$ cat src/rtl/key_input_if.sv
// Register bus for key_input: write strobe, word address, write data, read data and interrupt.
interface key_input_if;
    logic        WE;
    logic [1:0]  Addr;
    logic [3:0]  Din;
    logic [31:0] Dout;
    logic        irq;

    modport master (output WE, Addr, Din, input Dout, irq);
    modport slave  (input WE, Addr, Din, output Dout, irq);
endinterface

$ cat src/rtl/key_input.sv
// Four-key debouncer with LEVEL/EVENT/MASK registers and a level interrupt.
// Define KEY_INPUT_IRQ_EN to include the MASK register and a live irq; otherwise irq is tied low.
module key_input #(
    parameter int DEBOUNCE_CYCLES = 20000,
    parameter int CNT_W           = 20
) (
    input  logic       clk,
    input  logic       rst_n,
    input  logic [3:0] key_n,
    key_input_if.slave bus
);

    localparam logic [CNT_W-1:0] CNT_LAST = CNT_W'(DEBOUNCE_CYCLES - 1);

    logic [3:0]       sync1;
    logic [3:0]       sync2;
    logic [3:0]       level;
    logic [3:0]       event_q;
    logic [3:0]       mask;
    logic [CNT_W-1:0] cnt [4];

    logic [3:0] pressed;
    logic [3:0] accept;
    logic [3:0] press_set;
    logic [3:0] w1c;

    always_comb begin
        pressed   = ~sync2;
        accept    = '0;
        for (int i = 0; i < 4; i++) begin
            accept[i] = (pressed[i] != level[i]) && (cnt[i] == CNT_LAST);
        end
        press_set = accept & pressed;
        w1c       = (bus.WE && bus.Addr == 2'd1) ? bus.Din : 4'd0;
    end

    // Synchronizer resets to the released level so reset never looks like a press.
    always_ff @(posedge clk or negedge rst_n) begin
        if (!rst_n) begin
            sync1 <= 4'hF;
            sync2 <= 4'hF;
        end else begin
            sync1 <= key_n;
            sync2 <= sync1;
        end
    end

    always_ff @(posedge clk or negedge rst_n) begin
        if (!rst_n) begin
            level <= '0;
            for (int i = 0; i < 4; i++) begin
                cnt[i] <= '0;
            end
        end else begin
            for (int i = 0; i < 4; i++) begin
                if (pressed[i] == level[i]) begin
                    cnt[i] <= '0;
                end else if (cnt[i] < CNT_LAST) begin
                    cnt[i] <= cnt[i] + CNT_W'(1);
                end else begin
                    level[i] <= pressed[i];
                    cnt[i]   <= '0;
                end
            end
        end
    end

    // A press on the same edge as a write-1-to-clear keeps the bit set.
    always_ff @(posedge clk or negedge rst_n) begin
        if (!rst_n) begin
            event_q <= '0;
        end else begin
            event_q <= (event_q & ~w1c) | press_set;
        end
    end

`ifdef KEY_INPUT_IRQ_EN
    always_ff @(posedge clk or negedge rst_n) begin
        if (!rst_n) begin
            mask <= '0;
        end else if (bus.WE && bus.Addr == 2'd2) begin
            mask <= bus.Din;
        end
    end
`else
    assign mask = '0;
`endif

    always_comb begin
        case (bus.Addr)
            2'd0:    bus.Dout = {28'd0, level};
            2'd1:    bus.Dout = {28'd0, event_q};
            2'd2:    bus.Dout = {28'd0, mask};
            default: bus.Dout = 32'd0;
        endcase
    end

    assign bus.irq = |(event_q & mask);

endmodule
$ cat src/flat_wrapper.sv
// flat-port wrapper written by rule: the top's interface ports become plain ports
module key_input_flat 
#(
    parameter int DEBOUNCE_CYCLES = 20000,
    parameter int CNT_W           = 20
)
  (clk, rst_n, key_n, bus_WE, bus_Addr, bus_Din, bus_Dout, bus_irq);
  key_input_if bus_i ();
  input  logic clk;
  input  logic rst_n;
  input  logic [3:0] key_n;
  input wire logic [$bits(bus_i.WE)-1:0] bus_WE;
  input wire logic [$bits(bus_i.Addr)-1:0] bus_Addr;
  input wire logic [$bits(bus_i.Din)-1:0] bus_Din;
  output wire logic [$bits(bus_i.Dout)-1:0] bus_Dout;
  output wire logic [$bits(bus_i.irq)-1:0] bus_irq;
  assign bus_i.WE = bus_WE;
  assign bus_i.Addr = bus_Addr;
  assign bus_i.Din = bus_Din;
  assign bus_Dout = bus_i.Dout;
  assign bus_irq = bus_i.irq;
  key_input #(.DEBOUNCE_CYCLES(DEBOUNCE_CYCLES), .CNT_W(CNT_W)) u_core (.clk(clk), .rst_n(rst_n), .key_n(key_n), .bus(bus_i));
endmodule
$ cat config.mk
export PLATFORM = sky130hd
export DESIGN_NAME = key_input_flat
export DESIGN_NICKNAME = d
export VERILOG_FILES = /design/src/rtl/key_input_if.sv /design/src/rtl/key_input.sv /design/src/flat_wrapper.sv
export SDC_FILE = /design/constraint.sdc
export NUM_CORES = 1
export LEC_CHECK = 0
export CAP_MARGIN = 20
export CORE_UTILIZATION = 25
export CTS_CLUSTER_SIZE = 28
export DETAILED_ROUTE_END_ITERATION = 8
export PLACE_DENSITY = 0.49
export SYNTH_ARGS = -nofsm -noshare
export SYNTH_HDL_FRONTEND = slang
export SYNTH_SLANG_ARGS = --single-unit
$ cat constraint.sdc
create_clock -name clk -period 1.9 [get_ports clk]
set_input_delay 0.285 -clock clk [delete_from_list [all_inputs] [get_ports clk]]
set_output_delay 0.285 -clock clk [all_outputs]
set_load 0.01 [all_outputs]
==> metrics.cfg, run 1 <==
[final_layout]
num-fill-cells=1791
final_common_cell=dfrtp_1
drive_gt1_frac=0.1457
antennaDiodeCount=0
final_cells=726
final_cell_mix=88 x dfrtp_1, 56 x nor2_1, 49 x conb_1
area_growth_pct=22.94
fin_util=0.3140
nNetsFinal=514

[grt]
grt_pass1_wl_um=13920
antenna_found_initial=0
overflow=0
grt_pass1_vias=2904
grt_use_total=0.09687
grt_max_degree=38

[sta]
period_share=1.023
fin_tns_setup_ps=-126.6
slew_headroom=0.6594
min_period_ps=1943
tightest_slew_ps=510.9
hold_violations=0
skew_ps=12.35
worst_slack_ps=-43.26
setup_viol=13
fmax_mhz=514.6
slew_violations=0
rsz0062_at_grt=true

[synth]
ys_types=41
synth_edf_count=0
ys_async_sr_fraction=1.000
synth_ff_type=dfrtp_1
ys_seq_elements=96
syn_avg_cell_area_um2=10.42
synth_area_um2=4418
synthCells=424
synth_seq_area_share=0.5460
yosys_warnings=0

[clocking]
clock-sinks=96
tritoncts=built
htree_levels=3
clock-root-buffer=clkbuf_16
clk_latency_ps=340
cts_made_buffers=9
clk_pin_slew_ps=60
cts_buffer_depth=2

[die]
core_um2=17300
ios=46
die_area_um2=18210
rows=48
initial_utilization=0.2554
die_h_um=134.9
die_w_um=134.9

[critical_path]
reg2reg_depth=5
start_kind=flop
critPathMaxFanout=8
cp-startpoint=u_core.cnt[59]
cp.arrival_ps=2210
rr_startpoint=u_core.cnt[59]
cp-end-kind=flop
crit_type=flop to flop
crit_required_ps=2160

[route]
ant_nets=0
dr.pass1.iters=5
drcViolationCount=0
post_drt_wl_per_cell_um=11.18
route.vias.total=3053
drt_wl_total_um=8120
drt-initial-drc-count=156
viasPerCell=4.205

[power]
p_leak_uw=0.002174
vdd_drop_max_mv=0.5001
power_density_nw_per_um2=770.7

[outcome]
violations=setup timing
status=finished, violations left

[hold_path]
min_path_cells=0
hold_path_class=flop to flop
worstHoldStart=u_core.sync1[1]

[flow_run]
cap_violations=0

[placement]
gp_congestion=0.7851
dp.cells=706
hpwl_um=5619
port_buffers=16

==> sequential cells by signal, indices dropped and copies added (netlist names) <==
signal          flops
u_core.cnt         80
u_core.event_q      4
u_core.sync1        4
u_core.sync2        4
u_core.level        4
==> worst max-delay path, cell delays in order, from the launching register on <==
cell	delay (ps)
dfrtp_1	350
or4_4	530
or3b_4	390
or3_4	350
buf_6	160
nor2_1	100
==> power by group <==
group	switching, uW	internal [uW]
Sequential	20.4	2090
Combinational	109	62.7
Clock	726	1180
Total	855	3330
==> cells in the mapped netlist (2+ instances only) <==
cell	n	share of area
and4_1	2	0.0040
xnor2_1	41	0.081
nor2_1	60	0.051
o21ai_0	8	0.0091
inv_1	18	0.015
nand2_1	19	0.016
or4_1	6	0.010
ha_1	4	0.011
dfstp_2	8	0.048
o21a_1	2	0.0034
nor3_1	30	0.034
buf_4	29	0.049
nor4_1	17	0.024
nand4_1	17	0.024
nand3_1	20	0.023
mux2i_1	7	0.016
dfrtp_1	88	0.50
nand4b_1	2	0.0040
and3_1	2	0.0028
a21oi_1	3	0.0034
xor2_1	14	0.028
clkbuf_1	5	0.0042
or3_1	3	0.0042
o31ai_1	2	0.0034
==> path summary, 6_finish.rpt <==
check,to,slack [ps]
max reg2reg,u_core.cnt[42],-40
max,u_core.cnt[42],-40
min,u_core.sync2[1],360
max in group asynchronous,u_core.sync2[3],800
min in group asynchronous,u_core.cnt[69],470
min reg2reg,u_core.sync2[1],360
==> layout make-up <==
| class | count | area (um^2) | area share |
|---|---|---|---|
| multi-input combinational | 321 | 1913 | 0.3522 |
| tap | 225 | 281.5 | 0.05183 |
| timing repair buffer | 51 | 444.2 | 0.08178 |
| clock buffer | 11 | 242.7 | 0.04469 |
| clock inverter | 4 | 70.07 | 0.01290 |
| sequential | 96 | 2412 | 0.4441 |
| inverter | 18 | 67.56 | 0.01244 |
==> layer usage <==
layer	track usage	up-vias	routed length, um
met2	0.1498	65	3670
li1	-	1521	-
met4	0.02809	0	55
met3	0.02703	5	296
met5	0	-	0
met1	0.1315	1462	4097
==> what timing repair did <==
item,in CTS,in global routing
hold endpoints to repair,30,0
buffers inserted,1,2
hold buffers,1,0
pin swaps,5,0
gates cloned,1,0
endpoints found under the setup margin,19,47
resized for setup,10,13
==> through the flow <==
step / hold slack [ps] / setup slack [ps] / instance area, um^2 / power (uW)
2_1_floorplan: -10.59 / -57.35 / 4606 / 2258
3_3_place_gp: 293.3 / -156.1 / 5014 / 2318
3_5_place_dp: 301.7 / -151.2 / 5014 / 2322
4_1_cts: 343.2 / -45.04 / 5363 / 4247
5_1_grt: 351.1 / -85.50 / 5431 / 4363
6_report: 355.4 / -43.26 / 5431 / 4186
==> cell families after synthesis <==
family | count (synthesis) | share of synthesized area
compound gates | 20 | 0.02889
other cells | 1 | 0.0008488
mux | 7 | 0.01586
fa+ha+maj | 4 | 0.01133
buf+inv | 55 | 0.07590
xor+xnor | 55 | 0.1090
simple gates | 186 | 0.2121
flops | 96 | 0.5460
No activity file was read; power rests on OpenSTA's default activity.
==> run 2, diff against run 1 <==
- TNS_END_PERCENT: not set -> 5
==> run 2 against run 1 <==
Effect of this change: the flow still finishes with violations (setup timing); fmax is 0.16% higher; die area unchanged; sequential share of layout area rose by 0.38 points; non-clock buffer count shrank 10; global-route usage increased by 0.25 points; combinational power hardly changed; clock skew fell by 1.7 ps; design area decreased by 0.85%; largest power group unchanged; highest routed layer unchanged.
==> metrics.cfg, run 2 (synthesis gave the netlist of run 1 again) <==
[outcome]
status=finished, violations left
violations=setup timing

[hold_path]
hold_path_class=primary input to flop

[clocking]
clock-sinks=96  ; unchanged
clk_pin_slew_ps=80  ; +20 ps
htree_levels=3  ; unchanged
clk_latency_ps=360  ; +20 ps
cts_made_buffers=9  ; unchanged
cts_buffer_depth=2  ; unchanged
tritoncts=built
clock-root-buffer=clkbuf_16

[power]
intPower_uw=3082  ; -7.5%
seq_power_share=0.516  ; +0.012
switching_power_uw=1007  ; +18%
power_frac_clock=0.442  ; -0.013
vdd_drop_max_mv=0.5847  ; +17%
p_comb_frac=0.042  ; about the same
p_leak_uw=0.002099  ; -3.4%
p_sw_frac=0.2463  ; +0.04205
power_density_nw_per_um2=759.2  ; -1.5%

[final_layout]
num-fill-cells=1771  ; -1.1%
antennaDiodeCount=0  ; unchanged
regArea_um2=2412  ; unchanged
final_cell_mix=88 x dfrtp_1, 54 x nor2_1, 49 x conb_1
area_growth_pct=21.89
final_common_cell=dfrtp_1
final_cells=717  ; -1.2%
largest-register=u_core.cnt
nNetsFinal=504  ; -1.9%
fin_util=0.3113  ; -0.002676
multiInputGateArea_um2=1954  ; +2.2%
largest_reg_flops=80  ; unchanged
drive_gt1_frac=0.1463  ; +0.0006329

[die]
initial_utilization=0.2554  ; unchanged
die_w_um=134.9  ; unchanged
ios=46  ; unchanged
core_um2=17300  ; unchanged
die_h_um=134.9  ; unchanged
rows=48  ; unchanged
die_area_um2=18210  ; unchanged

[critical_path]
cp_slowest_cell=or4_4
crit_required_ps=2200  ; +40 ps
critPathMaxFanout=8  ; unchanged
cp.arrival_ps=2240  ; +30 ps
start_kind=flop
cp-end-kind=flop
crit_type=flop to flop
slowest_delay_ps=530  ; about the same
worstPathCellList=or4_4, or3b_4, or3_4, buf_6, nor2_1

[route]
route.vias.total=3016  ; -1.2%
dr.pass1.iters=4  ; -1
drt_wl_total_um=8042  ; -0.96%
post_drt_wl_per_cell_um=11.22  ; +0.28%
viasPerCell=4.206  ; about the same
drcViolationCount=0  ; unchanged
drt-initial-drc-count=104  ; -33%
ant_nets=0  ; unchanged

[grt]
grt_use_total=0.09940  ; +0.002527
overflow=0  ; unchanged
grt_pass1_vias=2967  ; +2.2%
grt_pass1_wl_um=14080  ; +1.1%
antenna_found_initial=0  ; unchanged
grt_max_degree=42  ; +11%

[sta]
fmax_mhz=515.4  ; +0.16%
worst_slack_ps=-40.13  ; +3.133 ps
setup_viol=14  ; +1
slew_violations=0  ; unchanged
rsz0062_at_grt=true
skew_ps=10.68  ; -1.667 ps
min_period_ps=1940  ; -3.133 ps
hold_violations=0  ; unchanged
period_share=1.021  ; -0.001649

[placement]
hpwl_um=5670  ; +0.91%
dp.cells=700  ; -0.85%
pre_cts_slack_ps=-72.81  ; +78.38 ps
gp_congestion=0.7535  ; -4.0%
port_buffers=16  ; unchanged

[flow_run]
cap_violations=0  ; unchanged

[run 2: changes by cell type in the layout (fill, tap and decap cells not counted), sizes merged]
cell / previous run / this run
inv: 18 / 23
clkdlybuf4s50: 10 / 11
clkinvlp: 0 / 2
dlymetal6s2s: 1 / 0
clkbuf: 11 / 9
bufinv: 2 / 0
buf: 35 / 25
clkinv: 2 / 0
[run 2: stage by stage]
step | power (uW) | setup TNS, ps | hold slack, ps | area [um^2]
final | 4089 | -314.7 | 329.4 | 5385
after global routing | 4258 | -1258 | 330.3 | 5385
after CTS | 4159 | -617.6 | 313.6 | 5291
after detailed placement | 2322 | -1031 | 185.4 | 4981
after global placement | 2319 | -523.3 | 185.2 | 4981
after floorplan | 2258 | -1052 | -10.59 | 4598
[run 2: final timing paths]
kind                            startpoint              end  slack (ps)  cells after the start
setup / recovery            u_core.cnt[59]   u_core.cnt[42]         -40                      5
hold / removal                    key_n[2]  u_core.sync1[2]         330                      1
setup reg to reg            u_core.cnt[59]   u_core.cnt[42]         -40                      5
hold reg to reg            u_core.sync1[2]  u_core.sync2[2]         360                      0
max in group asynchronous            rst_n  u_core.sync2[3]         900                      3
min in group asynchronous            rst_n   u_core.cnt[76]         340                      2
[run 2: power groups by stage]
| stage | logic [uW] | clock network, uW | registers, uW |
|---|---|---|---|
| 2_1_floorplan | 115 | 0 | 2140 |
| 3_3_place_gp | 170 | 0 | 2150 |
| 3_5_place_dp | 172 | 0 | 2150 |
| 4_1_cts | 172 | 1880 | 2110 |
| 5_1_grt | 197 | 1950 | 2110 |
| 6_report | 171 | 1810 | 2110 |
[run 2: cell type report]
type,count,share of cell area
Sequential cell,96,0.4480
Multi-Input combinational cell,321,0.3629
Timing Repair Buffer,41,0.06970
Tap cell,225,0.05228
Clock buffer,9,0.04182
Clock inverter,7,0.01278
Inverter,18,0.01255
[run 2: repair_timing]
item | in CTS | in global routing
endpoints found under the setup margin | 23 | 22
resized for setup | 6 | 21
hold buffers | 1 | 0
pin swaps | 1 | 2
hold endpoints to repair | 14 | 0
setup buffers | 0 | 0
[run 2: routing by layer]
layer,share of wire,vias to the layer above,global-route usage
li1,-,1511,-
met3,0.032,14,0.01914
met4,0.026,0,0.06180
met1,0.48,1434,0.1281
met5,0,-,0
met2,0.46,57,0.1535
[run 2: worst max-delay path: cells and delay by family, from the launching register on]
kind / cells / cell delay [ps]
and+or+nand+nor: 4 / 1370
buffers and inverters: 1 / 150
DFF: 1 / 370
